===== config.mk =====
export PLATFORM = sky130hd
export DESIGN_NAME = step_seq_ctrl_flat
export DESIGN_NICKNAME = d
export VERILOG_FILES = /design/src/rtl/step_seq_ctrl_if.sv /design/src/rtl/step_seq_ctrl.sv /design/src/flat_wrapper.sv
export SDC_FILE = /design/constraint.sdc
export NUM_CORES = 1
export LEC_CHECK = 0
export ABC_AREA = 1
export CORE_ASPECT_RATIO = 0.8
export CORE_UTILIZATION = 46
export DETAILED_ROUTE_END_ITERATION = 8
export GPL_ROUTABILITY_DRIVEN = 0
export PLACE_DENSITY = 0.8
export SYNTH_ARGS = -nofsm -noshare
export SYNTH_HDL_FRONTEND = slang
export SYNTH_SLANG_ARGS = --single-unit

===== constraint.sdc =====
create_clock -name clk -period 1.9 [get_ports clk]
set_clock_uncertainty 0.2 [all_clocks]
set_input_delay 0.38 -clock clk [delete_from_list [all_inputs] [get_ports clk]]
set_output_delay 0.38 -clock clk [all_outputs]
set_load 0.01 [all_outputs]

===== src/rtl/step_seq_ctrl_if.sv =====
// Control/status bundle between the top-level control FSM, the run-length
// controller and the 4-bit step counter.
//   start/len/hold/abort : run request and control from the top-level FSM
//   cnt_q/cnt_zero       : counter read-back (q, is_all_zero)
//   cnt_en/cnt_clr       : counter drive
//   step/step_vld        : per-step index and strobe
//   busy/done/fault      : run status
// slave  = controller side, master = environment side.
interface step_seq_ctrl_if #(
  parameter int unsigned CNT_W = 4
);
  logic             start;
  logic [CNT_W-1:0] len;
  logic             hold;
  logic             abort;
  logic [CNT_W-1:0] cnt_q;
  logic             cnt_zero;
  logic             cnt_en;
  logic             cnt_clr;
  logic [CNT_W-1:0] step;
  logic             step_vld;
  logic             busy;
  logic             done;
  logic             fault;

  modport slave (
    input  start, len, hold, abort, cnt_q, cnt_zero,
    output cnt_en, cnt_clr, step, step_vld, busy, done, fault
  );

  modport master (
    output start, len, hold, abort, cnt_q, cnt_zero,
    input  cnt_en, cnt_clr, step, step_vld, busy, done, fault
  );
endinterface


===== src/rtl/step_seq_ctrl.sv =====
// Run-length controller for the 4-bit step counter. On start it clears the
// counter, then steps it 0..len_r (stalled by hold), issuing one step_vld
// strobe per completed step and a one-cycle done pulse at the end. Detects
// counter wrap and excessive consecutive hold as a sticky fault.
// Ports:
//   clk   : system clock, rising edge
//   clr_n : asynchronous active-low reset (also clears the counter via cnt_clr)
//   sif   : control/status bundle (slave modport), see step_seq_ctrl_if
module step_seq_ctrl #(
  parameter int unsigned CNT_W    = 4,
  parameter int unsigned MAX_HOLD = 8
) (
  input  logic            clk,
  input  logic            clr_n,
  step_seq_ctrl_if.slave  sif
);

  localparam int unsigned SW = $clog2(MAX_HOLD + 1);

  typedef enum logic [1:0] {
    S_IDLE,
    S_CLEAR,
    S_RUN,
    S_DONE
  } state_t;

  state_t           state_q, state_d;
  logic [CNT_W-1:0] len_r_q, len_r_d;
  logic [SW-1:0]    stall_cnt_q, stall_cnt_d;
  logic             fault_q, fault_d;
  logic             seen_nz_q, seen_nz_d;
  logic             abort_clr_q, abort_clr_d;

  logic [SW-1:0]    stall_inc;
  logic             fsm_clr;
  logic             cnt_en_c;
  logic [CNT_W-1:0] step_c;
  logic             step_vld_c;
  logic             busy_c;
  logic             done_c;

  always_ff @(posedge clk or negedge clr_n) begin
    if (!clr_n) begin
      state_q     <= S_IDLE;
      len_r_q     <= '0;
      stall_cnt_q <= '0;
      fault_q     <= 1'b0;
      seen_nz_q   <= 1'b0;
      abort_clr_q <= 1'b0;
    end else begin
      state_q     <= state_d;
      len_r_q     <= len_r_d;
      stall_cnt_q <= stall_cnt_d;
      fault_q     <= fault_d;
      seen_nz_q   <= seen_nz_d;
      abort_clr_q <= abort_clr_d;
    end
  end

  always_comb begin
    state_d     = state_q;
    len_r_d     = len_r_q;
    stall_cnt_d = '0;
    fault_d     = fault_q;
    seen_nz_d   = seen_nz_q;
    abort_clr_d = 1'b0;
    fsm_clr     = 1'b0;
    cnt_en_c    = 1'b0;
    step_c      = '0;
    step_vld_c  = 1'b0;
    busy_c      = 1'b0;
    done_c      = 1'b0;

    // Saturating increment of the consecutive-hold counter.
    stall_inc = (stall_cnt_q == SW'(MAX_HOLD)) ? stall_cnt_q : stall_cnt_q + SW'(1);

    unique case (state_q)
      S_IDLE: begin
        seen_nz_d = 1'b0;
        if (sif.start && !sif.abort) begin
          state_d = S_CLEAR;
          len_r_d = sif.len;
          fault_d = 1'b0;
        end
      end
      S_CLEAR: begin
        busy_c    = 1'b1;
        fsm_clr   = 1'b1;
        seen_nz_d = 1'b0;
        state_d   = S_RUN;
      end
      S_RUN: begin
        busy_c     = 1'b1;
        step_c     = sif.cnt_q;
        step_vld_c = !sif.hold;
        // Counter is never enabled past len_r, so it parks on the last index.
        cnt_en_c   = !sif.hold && (sif.cnt_q != len_r_q);
        if (sif.cnt_q != '0) seen_nz_d = 1'b1;
        if (sif.hold) stall_cnt_d = stall_inc;
        // A zero count after having left zero means the counter wrapped.
        if ((sif.cnt_zero && seen_nz_q) ||
            (sif.hold && (stall_inc >= SW'(MAX_HOLD)))) begin
          fault_d = 1'b1;
          state_d = S_DONE;
        end else if (!sif.hold && (sif.cnt_q == len_r_q)) begin
          state_d = S_DONE;
        end
      end
      S_DONE: begin
        done_c  = 1'b1;
        fsm_clr = 1'b1;
        state_d = S_IDLE;
      end
      default: state_d = S_IDLE;
    endcase

    // Abort overrides the state-specific decisions above: no step, no done,
    // no new fault; the counter clear is issued one cycle later from a flop.
    if (sif.abort && (state_q != S_IDLE)) begin
      state_d     = S_IDLE;
      abort_clr_d = 1'b1;
      fault_d     = fault_q;
      stall_cnt_d = '0;
      cnt_en_c    = 1'b0;
      step_vld_c  = 1'b0;
      done_c      = 1'b0;
    end
  end

  // ~clr_n term clears the counter while this block is held in reset.
  assign sif.cnt_clr  = !clr_n || fsm_clr || abort_clr_q;
  assign sif.cnt_en   = cnt_en_c;
  assign sif.step     = step_c;
  assign sif.step_vld = step_vld_c;
  assign sif.busy     = busy_c;
  assign sif.done     = done_c;
  assign sif.fault    = fault_q;

endmodule


===== src/flat_wrapper.sv =====
// flat-port wrapper written by rule: the top's interface ports become plain ports
module step_seq_ctrl_flat 
#(
  parameter int unsigned CNT_W    = 4,
  parameter int unsigned MAX_HOLD = 8
)
  (clk, clr_n, sif_start, sif_len, sif_hold, sif_abort, sif_cnt_q, sif_cnt_zero, sif_cnt_en, sif_cnt_clr, sif_step, sif_step_vld, sif_busy, sif_done, sif_fault);
  step_seq_ctrl_if #(.CNT_W(CNT_W)) sif_i ();
  input  logic clk;
  input  logic clr_n;
  input wire logic [$bits(sif_i.start)-1:0] sif_start;
  input wire logic [$bits(sif_i.len)-1:0] sif_len;
  input wire logic [$bits(sif_i.hold)-1:0] sif_hold;
  input wire logic [$bits(sif_i.abort)-1:0] sif_abort;
  input wire logic [$bits(sif_i.cnt_q)-1:0] sif_cnt_q;
  input wire logic [$bits(sif_i.cnt_zero)-1:0] sif_cnt_zero;
  output wire logic [$bits(sif_i.cnt_en)-1:0] sif_cnt_en;
  output wire logic [$bits(sif_i.cnt_clr)-1:0] sif_cnt_clr;
  output wire logic [$bits(sif_i.step)-1:0] sif_step;
  output wire logic [$bits(sif_i.step_vld)-1:0] sif_step_vld;
  output wire logic [$bits(sif_i.busy)-1:0] sif_busy;
  output wire logic [$bits(sif_i.done)-1:0] sif_done;
  output wire logic [$bits(sif_i.fault)-1:0] sif_fault;
  assign sif_i.start = sif_start;
  assign sif_i.len = sif_len;
  assign sif_i.hold = sif_hold;
  assign sif_i.abort = sif_abort;
  assign sif_i.cnt_q = sif_cnt_q;
  assign sif_i.cnt_zero = sif_cnt_zero;
  assign sif_cnt_en = sif_i.cnt_en;
  assign sif_cnt_clr = sif_i.cnt_clr;
  assign sif_step = sif_i.step;
  assign sif_step_vld = sif_i.step_vld;
  assign sif_busy = sif_i.busy;
  assign sif_done = sif_i.done;
  assign sif_fault = sif_i.fault;
  step_seq_ctrl #(.CNT_W(CNT_W), .MAX_HOLD(MAX_HOLD)) u_core (.clk(clk), .clr_n(clr_n), .sif(sif_i));
endmodule

==> run summary, run 1 <==
commonest cells after routing, fill and taps aside = 29 x nand2_1, 29 x buf_4, 19 x inv_1
largest net degree at the start of global routing = 14
worst flop-to-flop path startpoint = u_core.state_q[1]
area growth from synthesis to layout = 67.68%
FF+latch count, synth = 13
PwrDens = 1301 nW/um^2
Reg2Reg Capture Point = u_core.seen_nz_q
Leak = 0.7600 nW
Relative slew margins = 0.7874
status = finished, violations left
Die X = 50.44 um
Syn. warnings = 0
die area = 2055 um^2
vias in the first global route = 885
Logic pwr share = 0.669
synthesized cell area = 863.3 um^2
final worst slack = -0.2055 ns
H-tree levels = 1
1st-iter DRT viols = 22
Reg clk slew, reported paths = 0.09 ns
clock latency on the worst-skew pair = 0.29 ns
die height = 40.75 um
proportion of power drawn by the clock network = 0.096
VDD IR max = 1.064 mV
cell row count = 13
Pre-antenna DRT Iters = 4
vias per cell = 5.103
worst min path class = input pin to asynchronous set/reset pin
Least-Margin Pin Slew = 0.3186 ns
Initial Utilization = 0.5104
initial antenna violation count = 0
Net count, final = 195
final hold vios = 0
Fin Hold WS = 0.2730 ns
critical path type = register to primary output
switching portion of total power = 0.4207
GRT Overall Usage = 0.2692
violated checks = setup timing
final setup fails = 9
CTS tree = yes
Num CTS Buffers = 3
fin crit period = 2.105 ns
layout cells sized above 1 = 0.4162
DP Cell Count = 181
most crowded layer after global routing = met2
Antenna Cells = 0
first-pass GRT wire length = 3.801 mm
syn nets = 137
final global-route overflow total = 0
total core area = 1692 um^2
DRC violations left = 0
Avg Inst Size Synth = 7.442 um^2
DRT antenna net count = 0
hold_buf cts = 0
period utilization = 1.108
RSZ-0062 raised after global routing = yes
P_int = 1.091 mW
r2r worst-path depth = 9
IO Pins = 24
via count = 995
Reg2Reg Setup Slack = 0.12 ns
Sequential Power Share = 0.235
Post-Place Worst Slack = -0.5428 ns
clock root cell = clkbuf_4
max-cap violations = 0
met2 usage = 0.5400
Netlist cell types = 20
met1 GRT Util = 0.2870
CP Capture Type = primary output
switching power = 792.4 uW
Final Instance Count excl. Fillers = 195
clk buf depth = 2
sequential fraction of the synthesis area = 0.3768
hpwl dp = 1.765 mm
Critical Path AT = 1.53 ns
Peak Freq = 475.0 MHz
max-slew violations = 0
Cells after Synth = 116
Critical Path Fanout Max = 3
met3 Usage GRT = 0.05185
Clock Sinks = 13
DR WL/cell = 14.68 um
PortBufs = 23
crit start category = register
Post-Route WL = 2.863 mm
crit path launch = u_core.state_q[1]
Req. time, crit path = 1.32 ns
Fillers = 85
[cells in the mapped netlist (all sizes together)]
library cell | n | area share
nand2 | 33 | 0.15
inv | 27 | 0.12
nor2 | 14 | 0.090
dfrtp | 13 | 0.38
ha | 7 | 0.10
nand3 | 7 | 0.052
o21ai | 5 | 0.029
a21oi | 2 | 0.012
nor3 | 2 | 0.012
a211oi | 1 | 0.014
a21boi | 1 | 0.013
a31oi | 1 | 0.0073
nand4 | 1 | 0.0073
o211ai | 1 | 0.0087
xor2 | 1 | 0.010
[metal layers]
metal / vias up / share of wire
met1: 475 / 0.40
met5: - / 0
met3: 11 / 0.061
li1: 467 / -
met2: 42 / 0.51
met4: 0 / 0.027
[repair_timing]
action | CTS | global route
setup buffers | 6 | 7
pin swaps | 1 | 5
endpoints found under the setup margin | 9 | 9
resized for setup | 51 | 14
gates cloned | 0 | 0
[logic make-up (layout without fill, tap and decap cells)]
| group | Yosys count | after routing | synth area share |
|---|---|---|---|
| simple gates | 57 | 57 | 0.3101 |
| compound gates | 11 | 11 | 0.08406 |
| fa+ha+maj | 7 | 7 | 0.1014 |
| buf+inv | 27 | 84 | 0.1174 |
| xor+xnor | 1 | 1 | 0.01015 |
| flops | 13 | 13 | 0.3768 |
[sequential cells by signal (all words and copies together) (netlist names)]
signal              flops
u_core.abort_clr_q      1
u_core.len_r_q          4
u_core.seen_nz_q        1
u_core.sif.fault        1
u_core.stall_cnt_q      4
u_core.state_q          2
[stage by stage]
stage / power, mW / utilization / cell area [um^2] / setup TNS [ns]
5_1_grt: 2.000 / 0.8558 / 1448 / -1.565
4_1_cts: 1.706 / 0.8070 / 1365 / -0.7505
2_1_floorplan: 0.9096 / - / 863.3 / 0
3_5_place_dp: 1.374 / 0.7515 / 1271 / -3.001
3_3_place_gp: 1.320 / 0.7515 / 1271 / -2.790
6_report: 1.884 / 0.8558 / 1448 / -1.079
[power groups by stage]
stage / clock [mW] / combinational, mW / sequential, mW
final: 0.182 / 1.26 / 0.443
after global placement: 0 / 0.895 / 0.425
after CTS: 0.185 / 1.09 / 0.435
after global routing: 0.198 / 1.36 / 0.446
after detailed placement: 0 / 0.941 / 0.433
after floorplan: 0 / 0.480 / 0.429
[worst max path at each step]
stage                 endpoint  slack, ns
floorplan           sif_cnt_en       0.01
global placement    sif_cnt_en      -0.50
detailed placement  sif_cnt_en      -0.54
CTS                 sif_cnt_en      -0.20
global route        sif_cnt_en      -0.29
finish              sif_cnt_en      -0.21
[cell type report]
| class | count | area (um^2) | area share |
|---|---|---|---|
| Multi-Input combinational cell | 76 | 521.8 | 0.3604 |
| Timing Repair Buffer | 53 | 441.7 | 0.3051 |
| Sequential cell | 13 | 326.6 | 0.2256 |
| Inverter | 27 | 103.9 | 0.07174 |
| Tap cell | 22 | 27.53 | 0.01901 |
| Clock buffer | 4 | 26.28 | 0.01815 |
[critical path, cell delays in order, from the launching register on]
cell and delay (ns):
dfrtp_2 0.43, inv_2 0.09, ha_4 0.15, nor2_4 0.05, nor2_4 0.11, inv_2 0.06, nor2_4 0.07, a21boi_2 0.14
buf_2 0.13
Note: power is estimated with default switching activity, not from simulation.
==> run 2, diff against run 1 <==
- HOLD_SLACK_MARGIN: unset -> 0.06
==> results of run 2 <==
The final DEF is identical to that of run 1; final timing and power are the same.
